==> src/rtl/fc_pkg.sv <==
// Shared types for the redundant-run fault countermeasure: FSM encoding, fault causes
// and a counter-width helper.
package fc_pkg;

   typedef enum logic [1:0] {
      ST_IDLE   = 2'd0,
      ST_LAUNCH = 2'd1,
      ST_WAIT   = 2'd2,
      ST_DONE   = 2'd3
   } fc_state_e;

   localparam logic [1:0] FC_NONE     = 2'b00;
   localparam logic [1:0] FC_MISMATCH = 2'b01;
   localparam logic [1:0] FC_TIMEOUT  = 2'b10;

   // Bits needed to hold max_val; never less than one.
   function automatic int fc_cnt_w(input int max_val);
      return (max_val < 2) ? 1 : $clog2(max_val + 1);
   endfunction

endpackage

==> src/rtl/fc_watchdog.sv <==
// Core-response watchdog: counts enabled cycles since clear, tc_o flags the TIMEOUT-th cycle.
// Combinational terminal count, no backpressure; the count freezes at terminal.
module fc_watchdog
   import fc_pkg::*;
#(
   parameter int TIMEOUT = 1023
) (
   input  logic clk,
   input  logic rst,
   input  logic clr_i,
   input  logic en_i,
   output logic tc_o
);

   localparam int CW = fc_cnt_w(TIMEOUT);
   localparam logic [CW-1:0] TC_VAL = CW'(TIMEOUT - 1);

   logic [CW-1:0] cnt_q, cnt_d;

   // Terminal on the TIMEOUT-th waiting cycle, so a done in that same cycle still counts.
   assign tc_o = en_i && (cnt_q == TC_VAL);

   always_comb begin
      cnt_d = cnt_q;
      if (clr_i) begin
         cnt_d = '0;
      end else if (en_i && !tc_o) begin
         cnt_d = cnt_q + CW'(1);
      end
   end

   always_ff @(posedge clk) begin
      if (rst) begin
         cnt_q <= '0;
      end else begin
         cnt_q <= cnt_d;
      end
   end

endmodule

==> src/rtl/fc_redundant_ctrl.sv <==
// Runs the encryption core RUNS times and releases ct/tag only if every run agrees; valid one cycle after the last done.
// start is taken only in IDLE (no queueing); FC_INFECTIVE_EN masks faulted output with rnd_mask instead of zeroing.
module fc_redundant_ctrl
   import fc_pkg::*;
#(
   parameter int Y       = 40,
   parameter int TAG_W   = 128,
   parameter int RUNS    = 2,
   parameter int TIMEOUT = 1023,
   parameter int FCNT_W  = 8
) (
   input  logic                 clk,
   input  logic                 rst,
   input  logic                 start,
   output logic                 core_start,
   input  logic                 core_done,
   input  logic [Y-1:0]         core_ct,
   input  logic [TAG_W-1:0]     core_tag,
   input  logic [Y+TAG_W-1:0]   rnd_mask,
   output logic                 busy,
   output logic                 valid,
   output logic                 fault,
   output logic [1:0]           fault_cause,
   output logic [Y-1:0]         ct_out,
   output logic [TAG_W-1:0]     tag_out,
   output logic [FCNT_W-1:0]    fault_count
);

   localparam int DW = Y + TAG_W;
   localparam int IW = fc_cnt_w(RUNS - 1);
   localparam logic [IW-1:0] LAST_IDX = IW'(RUNS - 1);

   fc_state_e         state_q, state_d;
   logic [IW-1:0]     idx_q, idx_d;
   logic [DW-1:0]     ref_q, ref_d;
   logic [DW-1:0]     out_q, out_d;
   logic              mism_q, mism_d;
   logic              tmo_q, tmo_d;
   logic              fault_q, fault_d;
   logic [1:0]        cause_q, cause_d;
   logic [FCNT_W-1:0] fcnt_q, fcnt_d;

   logic              wd_clr, wd_en, wd_tc;
   logic [DW-1:0]     core_dat, fault_dat, release_dat;

   assign core_dat = {core_ct, core_tag};

`ifdef FC_INFECTIVE_EN
   assign fault_dat = ref_q ^ rnd_mask;
`else
   logic unused_rnd_mask;
   assign unused_rnd_mask = ^rnd_mask;
   assign fault_dat       = '0;
`endif

   assign release_dat = fault_q ? fault_dat : ref_q;

   fc_watchdog #(
      .TIMEOUT (TIMEOUT)
   ) u_watchdog (
      .clk   (clk),
      .rst   (rst),
      .clr_i (wd_clr),
      .en_i  (wd_en),
      .tc_o  (wd_tc)
   );

   always_comb begin
      state_d = state_q;
      idx_d   = idx_q;
      ref_d   = ref_q;
      out_d   = out_q;
      mism_d  = mism_q;
      tmo_d   = tmo_q;
      fault_d = fault_q;
      cause_d = cause_q;
      fcnt_d  = fcnt_q;
      wd_clr  = 1'b0;
      wd_en   = 1'b0;
      unique case (state_q)
         ST_IDLE: begin
            if (start) begin
               state_d = ST_LAUNCH;
               idx_d   = '0;
               ref_d   = '0;
               mism_d  = 1'b0;
               tmo_d   = 1'b0;
               fault_d = 1'b0;
               cause_d = FC_NONE;
            end
         end
         ST_LAUNCH: begin
            wd_clr  = 1'b1;
            state_d = ST_WAIT;
         end
         ST_WAIT: begin
            wd_en = 1'b1;
            if (core_done) begin
               if (idx_q == '0) begin
                  ref_d = core_dat;
               end else if (core_dat != ref_q) begin
                  mism_d = 1'b1;
               end
               if (idx_q != LAST_IDX) begin
                  idx_d   = idx_q + IW'(1);
                  state_d = ST_LAUNCH;
               end else begin
                  state_d = ST_DONE;
               end
            end else if (wd_tc) begin
               tmo_d   = 1'b1;
               state_d = ST_DONE;
            end
            // Verdict is registered on entry so it is already visible during DONE.
            if ((state_d == ST_DONE) && (mism_d || tmo_d)) begin
               fault_d = 1'b1;
               cause_d = tmo_d ? FC_TIMEOUT : FC_MISMATCH;
               if (fcnt_q != '1) begin
                  fcnt_d = fcnt_q + FCNT_W'(1);
               end
            end
         end
         ST_DONE: begin
            out_d   = release_dat;
            state_d = ST_IDLE;
         end
         default: state_d = ST_IDLE;
      endcase
   end

   always_ff @(posedge clk) begin
      if (rst) begin
         state_q <= ST_IDLE;
         idx_q   <= '0;
         ref_q   <= '0;
         out_q   <= '0;
         mism_q  <= 1'b0;
         tmo_q   <= 1'b0;
         fault_q <= 1'b0;
         cause_q <= FC_NONE;
         fcnt_q  <= '0;
      end else begin
         state_q <= state_d;
         idx_q   <= idx_d;
         ref_q   <= ref_d;
         out_q   <= out_d;
         mism_q  <= mism_d;
         tmo_q   <= tmo_d;
         fault_q <= fault_d;
         cause_q <= cause_d;
         fcnt_q  <= fcnt_d;
      end
   end

   assign core_start          = (state_q == ST_LAUNCH);
   assign busy                = (state_q == ST_LAUNCH) || (state_q == ST_WAIT);
   assign valid               = (state_q == ST_DONE);
   assign fault               = fault_q;
   assign fault_cause         = cause_q;
   assign fault_count         = fcnt_q;
   assign {ct_out, tag_out}   = (state_q == ST_DONE) ? release_dat : out_q;

endmodule

==> config.mk <==
export PLATFORM = sky130hd
export DESIGN_NAME = fc_redundant_ctrl
export DESIGN_NICKNAME = d
export VERILOG_FILES = /design/src/rtl/fc_pkg.sv /design/src/rtl/fc_watchdog.sv /design/src/rtl/fc_redundant_ctrl.sv
export SDC_FILE = /design/constraint.sdc
export NUM_CORES = 1
export LEC_CHECK = 0
export ABC_AREA = 1
export BUFFER_PORTS_ARGS = -buffer_cell sky130_fd_sc_hd__buf_2
export CORE_AREA = 3 3 201 203
export DETAILED_ROUTE_END_ITERATION = 10
export DIE_AREA = 0 0 204 206
export GPL_ROUTABILITY_DRIVEN = 0
export GPL_TIMING_DRIVEN = 0
export PLACE_DENSITY_LB_ADDON = 0.15
export SLEW_MARGIN = 20
export SYNTH_ARGS = -nofsm -noshare
export SYNTH_HDL_FRONTEND = slang
export SYNTH_SLANG_ARGS = --single-unit
==> constraint.sdc <==
create_clock -name clk -period 6.3 [get_ports clk]
set_clock_uncertainty 0.15 [all_clocks]
set_input_delay 0.315 -clock clk [delete_from_list [all_inputs] [get_ports clk]]
set_output_delay 0.315 -clock clk [all_outputs]
set_load 0.02 [all_outputs]
Yosys cells after proc, flatten, opt, wreduce, memory -nomap -nowiden
Cells that the tools add are included.
W data, S select, Z words.
{"block": "classes", "n_addsub": 3, "n_div": 0, "muxes": 33, "shift": 0, "eq_ne": 11, "bitwise_logic": 0, "mul": 0, "n_lt_le_gt_ge": 0, "n_reduce_logical": 14}
{"cell": "$mux W168", "n": 5}
{"cell": "$pmux W168 S2", "n": 1}
{"cell": "$ne A168 B168 Y1", "n": 1}
{"cell": "$mux W2", "n": 8}
{"cell": "$mux W1", "n": 13}
{"cell": "$add A10 B1 Y10 const B", "n": 1}
{"cell": "$eq A10 B10 Y1 const B", "n": 1}
{"cell": "$reduce_and A3 Y1", "n": 3}
{"cell": "$add A8 B1 Y8 const B", "n": 1}
{"cell": "$ne A2 B2 Y1 const B", "n": 4}
{"cell": "$ne A8 B8 Y1 const B", "n": 1}
{"cell": "$pmux W1 S2", "n": 4}
{"cell": "$pmux W2 S4", "n": 1}
{"cell": "$eq A2 B2 Y1 const B", "n": 3}
{"cell": "$pmux W2 S2", "n": 1}
{"cell": "$reduce_and A4 Y1", "n": 1}
{"cell": "$logic_and A1 B1 Y1", "n": 3}
{"cell": "$eq A2 B1 Y1 const B", "n": 1}
{"cell": "$logic_not A2 Y1", "n": 1}
{"cell": "$logic_or A1 B1 Y1", "n": 2}
{"cell": "$reduce_and A2 Y1", "n": 1}
{"cell": "$reduce_bool A2 Y1", "n": 1}
{"cell": "$reduce_or A2 Y1", "n": 1}
{"cell": "$add A1 B1 Y1 const B", "n": 1}
{"cell": "$logic_not A1 Y1", "n": 1}
{"block": "totals", "mem_count": 0, "ram_bits": 0, "rom_bits": 0, "latch_bits": 0, "regBits": 362, "wordCells": 71, "inputBits": 340}

Longest topological paths before layout
Gate-level depths: netlist (run 1).
{"block": "logic_depth", "word_depth": 10, "mapped_depth": 17, "depth_no_buf": 17}

Modules after synthesis
A second synthesis (run 1) with hierarchy kept.
{"block": "unflattened", "hier_cells": 2496, "area_unflattened_um2": 17115.2}
{"module": "fc_redundant_ctrl", "cells_per_inst": 2408, "seq_area_each_um2": 7046.8, "instances": 1, "area_per_inst_um2": 16494.6}
{"module": "fc_watchdog", "cells_per_inst": 88, "seq_area_each_um2": 200.2, "instances": 1, "area_per_inst_um2": 620.6}

Worst setup path before layout (run 1)
No wires, ideal clock.
{"block": "synth_path", "path_type": "reg-to-output", "from": "reg state_q[0]", "to": "out ct_out[19]", "setup_slack_ns": 4.012, "path_stages_with_launch": 7, "arrival_ns": 1.823, "t_required_ns": 5.835, "path_cell_list": "dfxtp_1 -> ha_1 -> clkbuf_1 -> nand2_1 -> clkbuf_1 -> clkbuf_1 -> o22ai_1"}
{"block": "synth_via", "elab_chain_len": 2}
{"element": "from (decl)", "line_no": "fc_redundant_ctrl.sv:33", "rtl": "fc_state_e state_q, state_d;"}
{"element": "from (signal assigned)", "line_no": "fc_redundant_ctrl.sv:143", "rtl": "state_q <= state_d;"}
{"element": "$eq A2 B2 Y1"}
{"element": "net valid", "line_no": "fc_redundant_ctrl.sv:21", "rtl": "output logic valid,"}
{"element": "$mux W168"}
{"element": "to (decl)", "line_no": "fc_redundant_ctrl.sv:24", "rtl": "output logic [Y-1:0] ct_out,"}
The timed path passes the listed nets, and every way through them passes these cells.

Worst setup path after layout (run 1)
{"block": "layout_path", "from": "reg state_q[0]", "to": "out tag_out[120]"}
{"block": "layout_via", "elab_chain_len": 2}
{"element": "$eq A2 B2 Y1", "line_no": "fc_redundant_ctrl.sv:161", "rtl": "assign {ct_out, tag_out} = (state_q == ST_DONE) ? release_dat : out_q;"}
{"element": "$mux W168"}
{"element": "to (decl)", "line_no": "fc_redundant_ctrl.sv:25", "rtl": "output logic [TAG_W-1:0] tag_out,"}
Every way passes these cells.

==> impl_metrics.tcl, run 1 <==
set metrics [dict create \
    rows 72 \
    setup_slack_ns 2.33 \
    die_h_um 206 \
    area_delta_synth_final_pct 33.1 \
    r2r_slack_ns 3.20 \
    ant_nets 0 \
    cts.repair.resized 0 \
    dp.cells 3279 \
    max_cap_viol_count 0 \
    gr-total-overflow 0 \
    final_common_cell "inv_1" \
    core_um2 38600 \
    avgViaCountPerCell 4.82 \
    arrival_ns 3.51 \
    drt-pass1-iter-count 5 \
    critical_path.startpoint_type "register" \
    endpoint_kind "output pin" \
    slew_headroom 0.342 \
    path_clk_slew_ns 0.05 \
    cp_max_fo 10 \
    start_util 0.435 \
    synthArstFlopShare 0 \
    grtUsageTotal 0.259 \
    synthCells 2409 \
    die-area_um2 42000 \
    synthDistinctLibCells 36 \
    drive_gt1_frac 0.161 \
    leakage_nw 9.08 \
    grt_pass1_vias 16200 \
    cts_sinks 362 \
    fmax_ghz 0.252 \
    dpl_cell_area_um2 19200 \
    layout_common_cells "inv_1, nor2_1, buf_2" \
    port_buffers 352 \
    wire_per_inst_um 15.9 \
    stdcell_count 3526 \
    synth_edf_count 0 \
    h-tree-depth 2 \
    antenna_found_initial 4 \
    wirelength_mm 56.0 \
    drt_iter0_markers 964 \
    synth_warnings 0 \
    synth_top_flop_cell "dfxtp_1" \
    hold_viol 0 \
    fill_cells 3648 \
    cts.path.max_buffers 3 \
    nNetsFinal 3321 \
    worst-setup-path-type "register to output pin" \
    hold_path_class "input pin to register" \
    syn_area_per_cell_um2 6.97 \
    ir_worst_vdd_mv 0.222 \
    rsz0062_at_grt "no" \
    timing.final.crit_share 0.631 \
    design_area_um2 22300 \
    fin_crit_ns 3.97 \
    report.final.slew_viol_count 0 \
    hpwlAfterDp_mm 40.9 \
    seq_area_frac_synth 0.431 \
    status "complete, no violations" \
    die_w_um 204 \
    numCtsBuffers 42 \
    cp.required_ns 5.83 \
    syn_nets 2756 \
    cts_tree "yes" \
    holdWs_ns 0.0403 \
    place_ws_ns 2.88 \
    grt_pass1_wl_mm 86.5 \
    p_per_area_nw_per_um2 256 \
    vias 17000 \
    grt_max_degree 13 \
    worstMarginPinSlew_ns 0.987 \
    clkLatencyLatePin_ns 0.56 \
    clockRootBuffer "clkbuf_16" \
    netlist_area_um2 16800 \
    final.setup.tns_ns 0 \
    drcViolationCount 0 \
    ys_ff_latch 362 \
    setup_viol 0 \
    io_pins 522 \
]
==> per-layer routing <==
metal | routed length [um] | global-route usage | vias to the layer above
met1 | 24300 | 0.338 | 7875
met5 | 25 | 0 | -
met2 | 25500 | 0.427 | 528
met3 | 4760 | 0.0650 | 84
met4 | 1380 | 0.0715 | 4
li1 | - | - | 8519
==> synthesized netlist by cell type, types with 15 or more instances <==
| cell | number | area [um^2] |
|---|---|---|
| a31oi_1 | 134 | 838 |
| nand2_1 | 199 | 747 |
| clkbuf_1 | 105 | 394 |
| xor2_1 | 19 | 166 |
| buf_2 | 20 | 100 |
| xnor2_1 | 119 | 1040 |
| nor2_1 | 545 | 2050 |
| o21ai_0 | 73 | 365 |
| nand3_1 | 19 | 95.1 |
| o22ai_1 | 168 | 1050 |
| inv_2 | 15 | 56.3 |
| dfxtp_1 | 362 | 7250 |
| inv_1 | 549 | 2060 |
==> sequential cells by signal (all words and copies together) (netlist names) <==
register and flops:
fault_count 8, idx_q 1, out_q 168, ref_q 168, state_q 2, fault_cause 2
mism_q 1, fault 1, tmo_q 1, u_watchdog.cnt_q 10
==> final cells by class <==
type                       instances  area [um^2]  area share
buffer                           132          524      0.0235
clock buffer                      62         1300      0.0582
clock inverter                    14          145     0.00649
multi-input combinational       1349         6900       0.309
inverter                         566         2130      0.0953
timing repair buffer             521         3450       0.155
antenna                            2         5.00    0.000224
sequential                       362         7250       0.324
tap                              518          648      0.0290
==> timing repair <==
item / 4_1_cts / 5_1_grt
hold endpoints to repair: 169 / 0
setup buffers: 0 / 0
hold buffers: 169 / 0
==> cells by family after synthesis <==
logic type,count (synthesis),share of synthesized area
flip-flops,362,0.431
adder cells (fa/ha/maj),7,0.00521
buffers and inverters,698,0.158
AO/OA/AOI/OAI,408,0.148
AND/OR/NAND/NOR,796,0.185
XOR/XNOR,138,0.0720
==> report_power, final <==
part / internal [W] / leakage, nW / switching [W]
Clock: 0.00155 / 0.726 / 0.000988
Combinational: 0.000291 / 5.43 / 0.000512
Sequential: 0.00235 / 2.92 / 0.0000418
==> worst max-delay path: stages, from the launching register on <==
cell and delay [ns]:
dfxtp_1 0.41, ha_1 0.19, clkbuf_1 0.45, nand2_1 0.42
clkbuf_1 0.46, clkbuf_1 0.36, o22ai_1 0.40, buf_2 0.25
==> path summary, 6_finish.rpt <==
kind / from / to / depth (start not counted)
worst max-delay path: state_q[0] / tag_out[120] / 7
worst min-delay path: core_tag[94] / ref_q[94] / 5
worst max register to register: state_q[0] / out_q[140] / 8
worst min register to register: fault_cause[1] / fault_cause[1] / 2
==> through the flow <==
step / util / power [W]
final: 0.578 / 0.00573
after global routing: 0.578 / 0.00596
after CTS: 0.578 / 0.00578
after detailed placement: 0.497 / 0.00315
after global placement: 0.497 / 0.00314
after floorplan: - / 0.00287
Note: power is estimated with default switching activity, not from simulation.
==> run 2, diff against run 1 <==
clock period = 3.9 ns   (was 6.3 ns; I/O delays follow)
==> impl_metrics.tcl, run 2 (synthesis results as in run 1) <==
set metrics [dict create \
    io_pins 522 \
    wirelength_mm 56.1 \
    slew_headroom 0.331 \
    grt_pass1_wl_mm 86.5 \
    drive_gt1_frac 0.162 \
    gr-total-overflow 0 \
    p_per_area_nw_per_um2 414 \
    worst-setup-path-type "register to output pin" \
    die-area_um2 42000 \
    path_clk_slew_ns 0.05 \
    worstMarginPinSlew_ns 1.00 \
    cts_tree "yes" \
    netSwitchingPower_w 0.00249 \
    rsz0062_at_grt "no" \
    clkLatencyLatePin_ns 0.56 \
    cp.required_ns 3.56 \
    fmax_ghz 0.269 \
    fill_cells 3647 \
    min_path_cells 4 \
    endpoint_kind "output pin" \
    drcViolationCount 0 \
    crit_slowest_cell "clkbuf_1" \
    cp-startpoint "state_q[0]" \
    cts_sinks 362 \
    arrival_ns 3.38 \
    grt_max_degree 13 \
    numCtsBuffers 42 \
    timing.rr.start "state_q[0]" \
    drt_iter0_markers 948 \
    report.final.slew_viol_count 0 \
    swShare 0.269 \
    hold_path_class "input pin to register" \
    hpwlAfterDp_mm 40.9 \
    power_w 0.00926 \
    cts.path.max_buffers 3 \
    leakage_nw 9.10 \
    grt_pass1_vias 16200 \
    p_clk_frac 0.443 \
    hold_path.startpoint "core_tag[76]" \
    avgViaCountPerCell 4.82 \
    stdcell_count 3528 \
    grtUsageTotal 0.259 \
    hold_viol 0 \
    h-tree-depth 2 \
    fin_crit_ns 3.72 \
    clockRootBuffer "clkbuf_16" \
    core_um2 38600 \
    setup_viol 0 \
    status "complete, no violations" \
    nNetsFinal 3323 \
    timing.final.crit_share 0.954 \
    drt-pass1-iter-count 5 \
    layout_common_cells "inv_1, nor2_1, buf_2" \
    die_w_um 204 \
    power.internal_w 0.00676 \
    cts_setup_buffers 0 \
    worst_r2r_path_depth 8 \
    area_delta_synth_final_pct 33.2 \
    vias 17000 \
    wire_per_inst_um 15.9 \
    final_common_cell "inv_1" \
    die_h_um 206 \
    holdWs_ns 0.294 \
    antenna_found_initial 4 \
    ant_nets 0 \
    top_regs "out_q x168, ref_q x168, u_watchdog.cnt_q x10" \
    rows 72 \
    final.setup.tns_ns 0 \
    max_cap_viol_count 0 \
    critical_path.startpoint_type "register" \
    cp_max_fo 10 \
    dp.cells 3279 \
    critPathMaxStageDelay_ns 0.65 \
    combPwrFrac 0.140 \
    start_util 0.435 \
    port_buffers 352 \
    crit_chain "ha_1 > clkbuf_2 > nand2_1 > clkbuf_1 > clkbuf_1 > o22ai_1 > buf_2" \
    ir_worst_vdd_mv 0.359 \
    pwr-share-seq 0.417 \
    crit_top_cell "clkbuf_1" \
]
==> run 2: cell types whose count changed in the layout (fill, tap and decap cells not counted) <==
| cell | delta |
|---|---|
| dlygate4sd3_1 | +2 |
| clkbuf_2 | +1 |
| clkbuf_1 | -1 |
==> run 2: layout make-up <==
type | instances | area, um^2 | share of cell area
timing repair buffer | 523 | 3470 | 0.155
multi-input combinational | 1349 | 6900 | 0.308
tap | 518 | 648 | 0.0290
clock buffer | 62 | 1300 | 0.0581
clock inverter | 14 | 145 | 0.00649
inverter | 566 | 2130 | 0.0952
antenna | 2 | 5.00 | 0.000224
buffer | 132 | 526 | 0.0235
sequential | 362 | 7250 | 0.324
==> run 2: worst paths after layout <==
check                                      end  slack [ns]
worst max-delay path                ct_out[12]        0.18
worst min-delay path                 ref_q[76]        0.29
worst max register to register      out_q[140]        0.90
worst min register to register  fault_cause[1]        0.32
==> run 2: worst max-delay path: cells and delay by family, from the launching register on <==
kind,cells,cell delay (ns)
buffers and inverters,4,1.59
AND/OR/NAND/NOR,1,0.39
adder cells (fa/ha/maj),1,0.23
flip-flops,1,0.35
AO/OA/AOI/OAI,1,0.25
==> run 2: power groups by stage <==
stage | clock [W] | sequential [W] | combinational (W)
final | 0.00410 | 0.00386 | 0.00130
after global routing | 0.00432 | 0.00387 | 0.00144
after CTS | 0.00419 | 0.00386 | 0.00130
after detailed placement | 0 | 0.00394 | 0.00115
after global placement | 0 | 0.00393 | 0.00114
after floorplan | 0 | 0.00393 | 0.000714
==> run 2: what timing repair did <==
| action | CTS | global route |
|---|---|---|
| hold buffers | 171 | 0 |
| gates resized for setup | 1 | 0 |
| endpoints found under the hold margin | 176 | 0 |
| endpoints found under the setup margin | 4 | 0 |
==> run 2: per-stage QoR <==
step | area [um^2] | util | worst slack (ns)
floorplan | 16800 | - | 1.71
global placement | 19200 | 0.497 | 0.564
detailed placement | 19200 | 0.497 | 0.600
CTS | 22400 | 0.579 | 0.116
global route | 22400 | 0.579 | 0.0223
finish | 22400 | 0.579 | 0.180
==> run 2: per-layer routing <==
metal	vias up	GRT usage	wire [um]
met4	4	0.0715	1440
met1	7873	0.337	24500
met2	528	0.428	25400
li1	8521	-	-
met3	92	0.0650	4700
met5	-	0	25
==> run 3, diff against run 2 <==
clock period = 4.16 ns   (was 3.9 ns; I/O delays follow)
==> impl_metrics.tcl, run 3 (synthesis results as in run 1) <==
set metrics [dict create \
    status "complete, no violations" \
    wirelength_mm 56.1 \
    p_per_area_nw_per_um2 388 \
    fin_crit_ns 3.84 \
    setup_viol 0 \
    critical_path.startpoint_type "register" \
    grtUsageTotal 0.259 \
    vias 17000 \
    report.final.slew_viol_count 0 \
    setup_slack_ns 0.318 \
    hold_viol 0 \
    cts_sinks 362 \
    worst-setup-path-type "register to output pin" \
    start_util 0.435 \
    rows 72 \
    hpwlAfterDp_mm 40.9 \
    place_ws_ns 0.847 \
    io_pins 522 \
    layout_common_cells "inv_1, nor2_1, buf_2" \
    path_clk_slew_ns 0.06 \
    die_w_um 204 \
    rsz0062_at_grt "no" \
    drive_gt1_frac 0.161 \
    top_regs "out_q x168, ref_q x168, u_watchdog.cnt_q x10" \
    ant_nets 0 \
    crit_slowest_cell "clkbuf_1" \
    drt-pass1-iter-count 5 \
    avgViaCountPerCell 4.82 \
    clkLatencyLatePin_ns 0.56 \
    crit_chain "ha_1 > clkbuf_1 > nand2_1 > clkbuf_1 > clkbuf_1 > o22ai_1 > buf_2" \
    grt_max_degree 13 \
    arrival_ns 3.48 \
    die-area_um2 42000 \
    area_delta_synth_final_pct 33.2 \
    grt_pass1_vias 16200 \
    crit_buf_inv 4 \
    endpoint_kind "output pin" \
    slew_headroom 0.329 \
    final.setup.tns_ns 0 \
    clockRootBuffer "clkbuf_16" \
    cts.path.max_buffers 3 \
    nNetsFinal 3323 \
    hold_path_class "input pin to register" \
    cts_tree "yes" \
    drt_iter0_markers 939 \
    numCtsBuffers 42 \
    worstMarginPinSlew_ns 1.01 \
    cpLargestDelayFamily "buffers and inverters" \
    core_um2 38600 \
    drcViolationCount 0 \
    ir_worst_vdd_mv 0.336 \
    final_common_cell "inv_1" \
    timing.final.crit_share 0.924 \
    leakage_nw 9.09 \
    h-tree-depth 2 \
    cp.required_ns 3.80 \
    fmax_ghz 0.260 \
    crit_top_cell "clkbuf_1" \
    critPathMaxStageDelay_ns 0.46 \
    cp_max_fo 10 \
    gr-total-overflow 0 \
    antenna_found_initial 4 \
    wire_per_inst_um 15.9 \
    die_h_um 206 \
    max_cap_viol_count 0 \
    grt_pass1_wl_mm 86.5 \
    port_buffers 352 \
]
==> run 3: cell types whose count changed in the layout (fill, tap and decap cells not counted) <==
cell,delta
clkbuf_2,-1
clkbuf_1,+1
==> run 3: repair_timing <==
action                                 in CTS  in global routing
resized for setup                           0                  0
hold buffers                              171                  0
setup buffers                               0                  0
endpoints found under the hold margin     176                  0
==> run 3: tightest hold or removal path: cells and delay by family <==
family	cells	cell delay, ns
simple gates	1	0.14
buf+inv	2	0.63
==> run 3: stage by stage <==
stage / instance area (um^2) / cells / power (W) / hold slack (ns) / util
2_1_floorplan: 16800 / 2409 / 0.00435 / 0.215 / -
3_3_place_gp: 19200 / 3279 / 0.00475 / 0.302 / 0.497
3_5_place_dp: 19200 / 3279 / 0.00477 / 0.316 / 0.497
4_1_cts: 22400 / 3526 / 0.00876 / 0.279 / 0.579
5_1_grt: 22400 / 3528 / 0.00903 / 0.315 / 0.579
6_report: 22400 / 3528 / 0.00868 / 0.306 / 0.579
==> run 3: report_power, final <==
group	total, W	switching [W]	leakage (nW)	internal [W]
Combinational	0.00122	0.000777	5.44	0.000442
Clock	0.00384	0.00150	0.726	0.00234
Sequential	0.00362	0.0000628	2.92	0.00356
==> run 3: path summary, 6_finish.rpt <==
check                                     from             end  slack [ns]  cells past startpoint
worst max-delay path                state_q[0]    tag_out[120]        0.32                      7
worst min-delay path                       rst      ref_q[123]        0.31                      3
worst max register to register      state_q[0]      out_q[140]        1.07                      8
worst min register to register  fault_cause[1]  fault_cause[1]        0.32                      2
==> run 3: area by class of cell <==
cell class	instances	area, um^2
Fill cell	3647	16300
Sequential cell	362	7250
Multi-Input combinational cell	1349	6900
Timing Repair Buffer	523	3470
Inverter	566	2130
Clock buffer	62	1300
Tap cell	518	648
Buffer	132	524
Clock inverter	14	145
Antenna cell	2	5.00
==> run 3: per-layer routing <==
metal / share of wire / GRT usage / vias to the layer above / wire (um)
met2: 0.45 / 0.428 / 527 / 25400
met4: 0.026 / 0.0715 / 4 / 1440
li1: - / - / 8523 / -
met5: 0.00045 / 0 / - / 25
met3: 0.084 / 0.0650 / 94 / 4690
met1: 0.44 / 0.338 / 7873 / 24600
